## config.mk

```make
export PLATFORM = sky130hd
export DESIGN_NAME = muldiv_ctrl
export DESIGN_NICKNAME = d
export VERILOG_FILES = /design/src/rtl/muldiv_ctrl.sv
export SDC_FILE = /design/constraint.sdc
export NUM_CORES = 1
export LEC_CHECK = 0
export CAP_MARGIN = 10
export CORE_MARGIN = 5
export CORE_UTILIZATION = 41
export DETAILED_ROUTE_END_ITERATION = 8
export MAX_ROUTING_LAYER = met4
export PLACE_DENSITY = 0.75
export SYNTH_ARGS = -nofsm -noshare
export SYNTH_HDL_FRONTEND = slang
export SYNTH_SLANG_ARGS = --single-unit
```

## constraint.sdc

```tcl
create_clock -name clk -period 2.3 [get_ports clk]
set_clock_uncertainty 0.1 [all_clocks]
set_input_delay 0.575 -clock clk [delete_from_list [all_inputs] [get_ports clk]]
set_output_delay 0.575 -clock clk [all_outputs]
set_load 0.02 [all_outputs]
```

## src/rtl/muldiv_ctrl.sv

```systemverilog
// muldiv_ctrl: RV32M sequencer between the EX stage and an unsigned
// multiply/divide unit. Signed operands are reduced to magnitudes, the unit
// is started with a single pulse and the result is sign-fixed on return.
// Divide-by-zero is answered locally. A flushed op already running in the
// unit is drained, because the unit cannot be aborted.
//
// Handshakes:
//  - Request: accepted on a cycle with req_valid & req_ready & !flush.
//    req_ready is high only in IDLE.
//  - Unit: md_valid is a one-cycle start pulse. md_ready is a one-cycle done
//    pulse; it is only honoured in WAIT and DRAIN.
//  - Response: resp_valid is a one-cycle pulse and has no backpressure.
module muldiv_ctrl #(
    parameter int RD_W = 5
) (
    input  logic            clk,
    input  logic            rst_n,
    input  logic            req_valid,
    output logic            req_ready,
    input  logic [2:0]      req_funct3,
    input  logic [31:0]     req_rs1,
    input  logic [31:0]     req_rs2,
    input  logic [RD_W-1:0] req_rd,
    input  logic            flush,
    output logic            resp_valid,
    output logic [31:0]     resp_data,
    output logic [RD_W-1:0] resp_rd,
    output logic            md_valid,
    output logic            md_mode,
    output logic [31:0]     md_in_A,
    output logic [31:0]     md_in_B,
    input  logic            md_ready,
    input  logic [63:0]     md_out,
    output logic [2:0]      dbg_state
);

    typedef enum logic [2:0] {
        S_IDLE  = 3'd0,
        S_ISSUE = 3'd1,
        S_WAIT  = 3'd2,
        S_DONE  = 3'd3,
        S_DRAIN = 3'd4
    } state_t;

    state_t          state_q, state_d;
    logic [2:0]      funct3_q, funct3_d;
    logic [RD_W-1:0] rd_q, rd_d;
    logic            a_neg_q, a_neg_d;
    logic            b_neg_q, b_neg_d;
    logic [31:0]     mag_a_q, mag_a_d;
    logic [31:0]     mag_b_q, mag_b_d;
    logic [31:0]     resp_data_q, resp_data_d;

    // Request decode
    logic        accept;
    logic        sgn_a_op;
    logic        sgn_b_op;
    logic        in_a_neg;
    logic        in_b_neg;
    logic        div_by_zero;
    logic [31:0] dz_result;

    // Result path
    logic        res_neg;
    logic [63:0] prod_fix;
    logic [31:0] mul_res;
    logic [31:0] quo_fix;
    logic [31:0] rem_fix;
    logic [31:0] result;

    // Operand decode: sign handling per funct3 and the local divide-by-zero answer
    always_comb begin
        accept      = req_valid && (state_q == S_IDLE) && !flush;
        sgn_a_op    = (req_funct3 == 3'b001) || (req_funct3 == 3'b010) ||
                      (req_funct3 == 3'b100) || (req_funct3 == 3'b110);
        sgn_b_op    = (req_funct3 == 3'b001) || (req_funct3 == 3'b100) ||
                      (req_funct3 == 3'b110);
        in_a_neg    = req_rs1[31] && sgn_a_op;
        in_b_neg    = req_rs2[31] && sgn_b_op;
        div_by_zero = req_funct3[2] && (req_rs2 == 32'd0);
        // REM/REMU return the dividend untouched, DIV/DIVU return all ones
        dz_result   = req_funct3[1] ? req_rs1 : 32'hFFFF_FFFF;
    end

    // Result selection and sign fix from the unit's unsigned output
    always_comb begin
        res_neg  = a_neg_q ^ b_neg_q;
        prod_fix = res_neg ? (~md_out + 64'd1) : md_out;
        mul_res  = (funct3_q[1:0] == 2'b00) ? prod_fix[31:0] : prod_fix[63:32];
        quo_fix  = res_neg ? (~md_out[31:0] + 32'd1) : md_out[31:0];
        // Remainder takes the sign of the dividend only
        rem_fix  = a_neg_q ? (~md_out[63:32] + 32'd1) : md_out[63:32];
        result   = funct3_q[2] ? (funct3_q[1] ? rem_fix : quo_fix) : mul_res;
    end

    // Next-state and datapath update; flush takes priority in every state
    always_comb begin
        state_d     = state_q;
        funct3_d    = funct3_q;
        rd_d        = rd_q;
        a_neg_d     = a_neg_q;
        b_neg_d     = b_neg_q;
        mag_a_d     = mag_a_q;
        mag_b_d     = mag_b_q;
        resp_data_d = resp_data_q;
        case (state_q)
            S_IDLE: begin
                if (accept) begin
                    funct3_d = req_funct3;
                    rd_d     = req_rd;
                    a_neg_d  = in_a_neg;
                    b_neg_d  = in_b_neg;
                    mag_a_d  = in_a_neg ? (~req_rs1 + 32'd1) : req_rs1;
                    mag_b_d  = in_b_neg ? (~req_rs2 + 32'd1) : req_rs2;
                    if (div_by_zero) begin
                        resp_data_d = dz_result;
                        state_d     = S_DONE;
                    end else begin
                        state_d = S_ISSUE;
                    end
                end
            end
            S_ISSUE: begin
                state_d = flush ? S_IDLE : S_WAIT;
            end
            S_WAIT: begin
                if (flush) begin
                    // If the unit finishes in the same cycle there is nothing
                    // left to drain, so go straight back to IDLE.
                    state_d = md_ready ? S_IDLE : S_DRAIN;
                end else if (md_ready) begin
                    resp_data_d = result;
                    state_d     = S_DONE;
                end
            end
            S_DONE: begin
                state_d = S_IDLE;
            end
            S_DRAIN: begin
                if (md_ready) begin
                    state_d = S_IDLE;
                end
            end
            default: begin
                state_d = S_IDLE;
            end
        endcase
    end

    // State and datapath registers, cleared asynchronously
    always_ff @(posedge clk or negedge rst_n) begin
        if (!rst_n) begin
            state_q     <= S_IDLE;
            funct3_q    <= 3'd0;
            rd_q        <= '0;
            a_neg_q     <= 1'b0;
            b_neg_q     <= 1'b0;
            mag_a_q     <= 32'd0;
            mag_b_q     <= 32'd0;
            resp_data_q <= 32'd0;
        end else begin
            state_q     <= state_d;
            funct3_q    <= funct3_d;
            rd_q        <= rd_d;
            a_neg_q     <= a_neg_d;
            b_neg_q     <= b_neg_d;
            mag_a_q     <= mag_a_d;
            mag_b_q     <= mag_b_d;
            resp_data_q <= resp_data_d;
        end
    end

    // Outputs: registers, or state decodes gated by flush where it suppresses a pulse
    always_comb begin
        req_ready  = (state_q == S_IDLE);
        md_valid   = (state_q == S_ISSUE) && !flush;
        resp_valid = (state_q == S_DONE) && !flush;
        md_mode    = funct3_q[2];
        md_in_A    = mag_a_q;
        md_in_B    = mag_b_q;
        resp_data  = resp_data_q;
        resp_rd    = rd_q;
        dbg_state  = state_q;
    end

endmodule

```

==> flow_summary.ini <==
[synthesis]
syn-cell-area_mm2 = 0.00894
synthArstFlopShare_pct = 100
synth_area_leader_cell = dfrtp_1
synth-edff-count = 0
syn-num-nets = 1319
ys_ff_latch = 109
synth_top_cell_area_share_pct = 30.5
synth_cell_type_count = 71
synth_area_leaders = dfrtp_1, o21ai_0, nand2_1
yosys_warnings = 0
synth_cells = 1174
syn_avg_cell_area_um2 = 7.61
yosysSeqAreaShare_pct = 30.5
ys.flop_type = dfrtp_1

[route]
num_vias = 12100
drc = 0
avgRoutedWirePerCell_um = 23.2
wl_um = 46700
first_iter_violations = 1081
ant_nets = 0
vias_per_cell = 6.00
dr.pass1.iters = 5

[clock_tree]
clock_latency_ns = 0.37
cts.sinks = 109
numCtsBuffers = 9
ctsLongestPathBuffers = 2
cts_tree = yes
cts_max_level = 3
clk_pin_slew_worst_paths_ns = 0.09
cts_root_buffer = clkbuf_16

[floorplan]
die_x_um = 158
die-area_mm2 = 0.0249
dieHeight_um = 158
boundaryPins = 249
std_cell_rows = 54
core_area_mm2 = 0.0216
start_util_pct = 41.3

[pwr]
p_leak_nw = 6.71
seq_power_share_pct = 26.7
p_sw_mw = 5.00
switching_share_pct = 44.0
irDropWorstVdd_mv = 0.531
intPower_mw = 6.36
p_comb_share_pct = 58.9
power_frac_clock_pct = 14.4
p_per_area_mw_per_mm2 = 712

[sta]
max_slew_margin_pct = 58.5
period_minus_slack_ns = 2.97
drv_slew = 0
finalHoldViolCount = 0
period_share_pct = 129
finalSetupViolCount = 39
max_freq_mhz = 336
layout_setup_ws_ns = -0.672
worst_pin_slew_ns = 0.613
rsz0062_at_grt = yes

[worst_setup_path]
cp_top_family = simple AND/OR/NAND/NOR gates
slowest_stage = or4_4
worstSetupEndpointType = flop
rrSetupSlack_ns = -0.15
r2r_cells = 9
critPathArrivalTime_ns = 3.18
cp_data_required_time_ns = 2.50
crit_fanout = 12
setup.worst_path.class = input pin to flop
worstPathCellList = buf_6 > or4_4 > or4b_4 > or3_4 > nor2_4 > buf_6 > o21ai_4 > buf_12 > nor2_4 > a22o_1
r2r-start = b_neg_q
start_kind = input pin
critPathBufInv = 3
r2r-end = resp_data[30]
crit_path_max_incr_delay_ns = 0.53

[cells_and_area]
fill_cells = 1632
area_delta_synth_final_pct = 78.4
instances_no_fill = 2016
final_common_cell = buf_4
layout-drive-gt1-share_pct = 36.0
final_cell_mix = buf_4, clkdlybuf4s50_1, nand2_1, dfrtp_1, nor2_1
finalNetCount = 1875

[outcome]
violations = setup timing
status = finished, violations left

[run]
cap_violations = 0

[global_routing]
grt_max_degree = 54
antenna_found_initial = 1
grt_pass1_wl_um = 68800
grt.total_usage_pct = 37.0
grt.overflow.total = 0
grt_pass1_vias = 12000

[place]
port_buffers = 248
place_hpwl_um = 35700
place.gp.congestion = 1.04
dp.cells = 1969
dp_slack_ns = -1.60

[min_path]
min_from = md_in_A[26]
holdPathStages = 2
worstHoldEndpoint = md_in_A[26]
hold_class = flop to flop
[layer usage]
metal  GRT usage [%]  routed length [um]  vias to the layer above
li1                -                   -                     5435
met1            46.5               18000                     5830
met2            60.2               22500                      682
met3            5.22                3980                      147
met4            14.8                2200                        0
met5               -                   0                        -
[cells by family (layout without fill, tap and decap cells)]
| kind of cell | count (synthesis) | in the layout | synth area share, % |
|---|---|---|---|
| and+or+nand+nor | 472 | 472 | 26.0 |
| muxes | 26 | 26 | 3.07 |
| buffers and inverters | 117 | 677 | 5.10 |
| other | 0 | 1 | 0 |
| AOI/OAI and AO/OA | 340 | 341 | 24.3 |
| DFF | 109 | 109 | 30.5 |
| adders and majority gates | 4 | 4 | 0.560 |
| xor gates and xnor gates | 106 | 106 | 10.4 |
[Yosys cell counts, types with 4 or more instances]
library cell  instances
nand2_1             150
o21ai_0             116
dfrtp_1             109
nor2_1              105
clkbuf_1             76
a21oi_1              68
xnor2_1              60
nor3_1               55
xor2_1               46
nor4_1               45
o31ai_1              31
inv_1                25
or4_1                24
a31oi_1              16
mux2i_1              15
nand3_1              15
nand4_1              14
or3_1                14
a211oi_1             11
mux2_2               11
o22ai_1              11
o41ai_1              11
buf_2                 9
nor2b_1               8
o211ai_1              8
or2_2                 8
a2111oi_0             5
a21o_1                5
a22o_1                5
and2_1                5
buf_1                 5
nand2b_1              5
nor3b_1               5
o2111ai_1             5
o221ai_1              5
a221oi_1              4
and3_1                4
ha_1                  4
[worst register-to-register path: stages (launching register included)]
cell	delay [ns]
dfrtp_1	0.43
buf_4	0.16
xnor2_2	0.37
buf_4	0.25
buf_4	0.15
a311oi_1	0.06
a31oi_1	0.32
o2111ai_1	0.15
a211oi_1	0.27
nor3_2	0.08
[worst max path at each step]
stage	from	depth (start not counted)	endpoint
after floorplan	md_out[12]	9	resp_data[27]
after global placement	md_out[18]	10	resp_data[26]
after detailed placement	md_out[18]	10	resp_data[26]
after CTS	md_out[32]	12	resp_data[20]
after global routing	md_out[32]	12	resp_data[20]
final	req_rs2[3]	10	resp_data[25]
[registers in the layout, summed over array words and instances, names as in the netlist]
name,flops
md_in_A,32
a_neg_q,1
b_neg_q,1
funct3_q,3
resp_rd,5
resp_data,32
md_in_B,32
dbg_state,3
[area by class of cell]
cell class	count	area (um^2)	share of cell area (%)
timing repair buffer	636	5610	35.2
multi-input combinational	949	6850	43.0
antenna	1	2.50	0.0157
clock buffer	10	239	1.50
clock inverter	6	62.6	0.392
sequential	109	2730	17.1
inverter	25	98.8	0.620
tap	280	350	2.20
[power groups by stage]
stage	sequential [mW]	combinational (mW)	clock, mW
floorplan	3.67	2.11	0
global placement	2.97	6.18	0
detailed placement	2.99	6.22	0
CTS	2.98	6.42	1.65
global route	3.11	7.04	1.72
finish	3.03	6.69	1.64
[metrics by stage]
stage	power, mW	area [um^2]	hold WS [ns]	util (%)	TNS (ns)
detailed placement	9.22	14500	0.365	67.0	-70.63
global placement	9.14	14500	0.359	67.0	-66.83
global route	11.9	15900	0.405	73.7	-21.89
floorplan	5.79	9290	0.179	-	-24.85
CTS	11.1	15500	0.383	71.7	-18.46
finish	11.4	15900	0.383	73.7	-20.84
[timing repair]
item | in CTS | in global routing
hold buffers | 1 | 0
gates resized for setup | 276 | 112
setup endpoints to repair | 71 | 64
pin swaps | 75 | 56
hold endpoints to repair | 5 | 0
cloned | 6 | 0
setup buffers | 21 | 10
(Power assumes the default switching activity.)
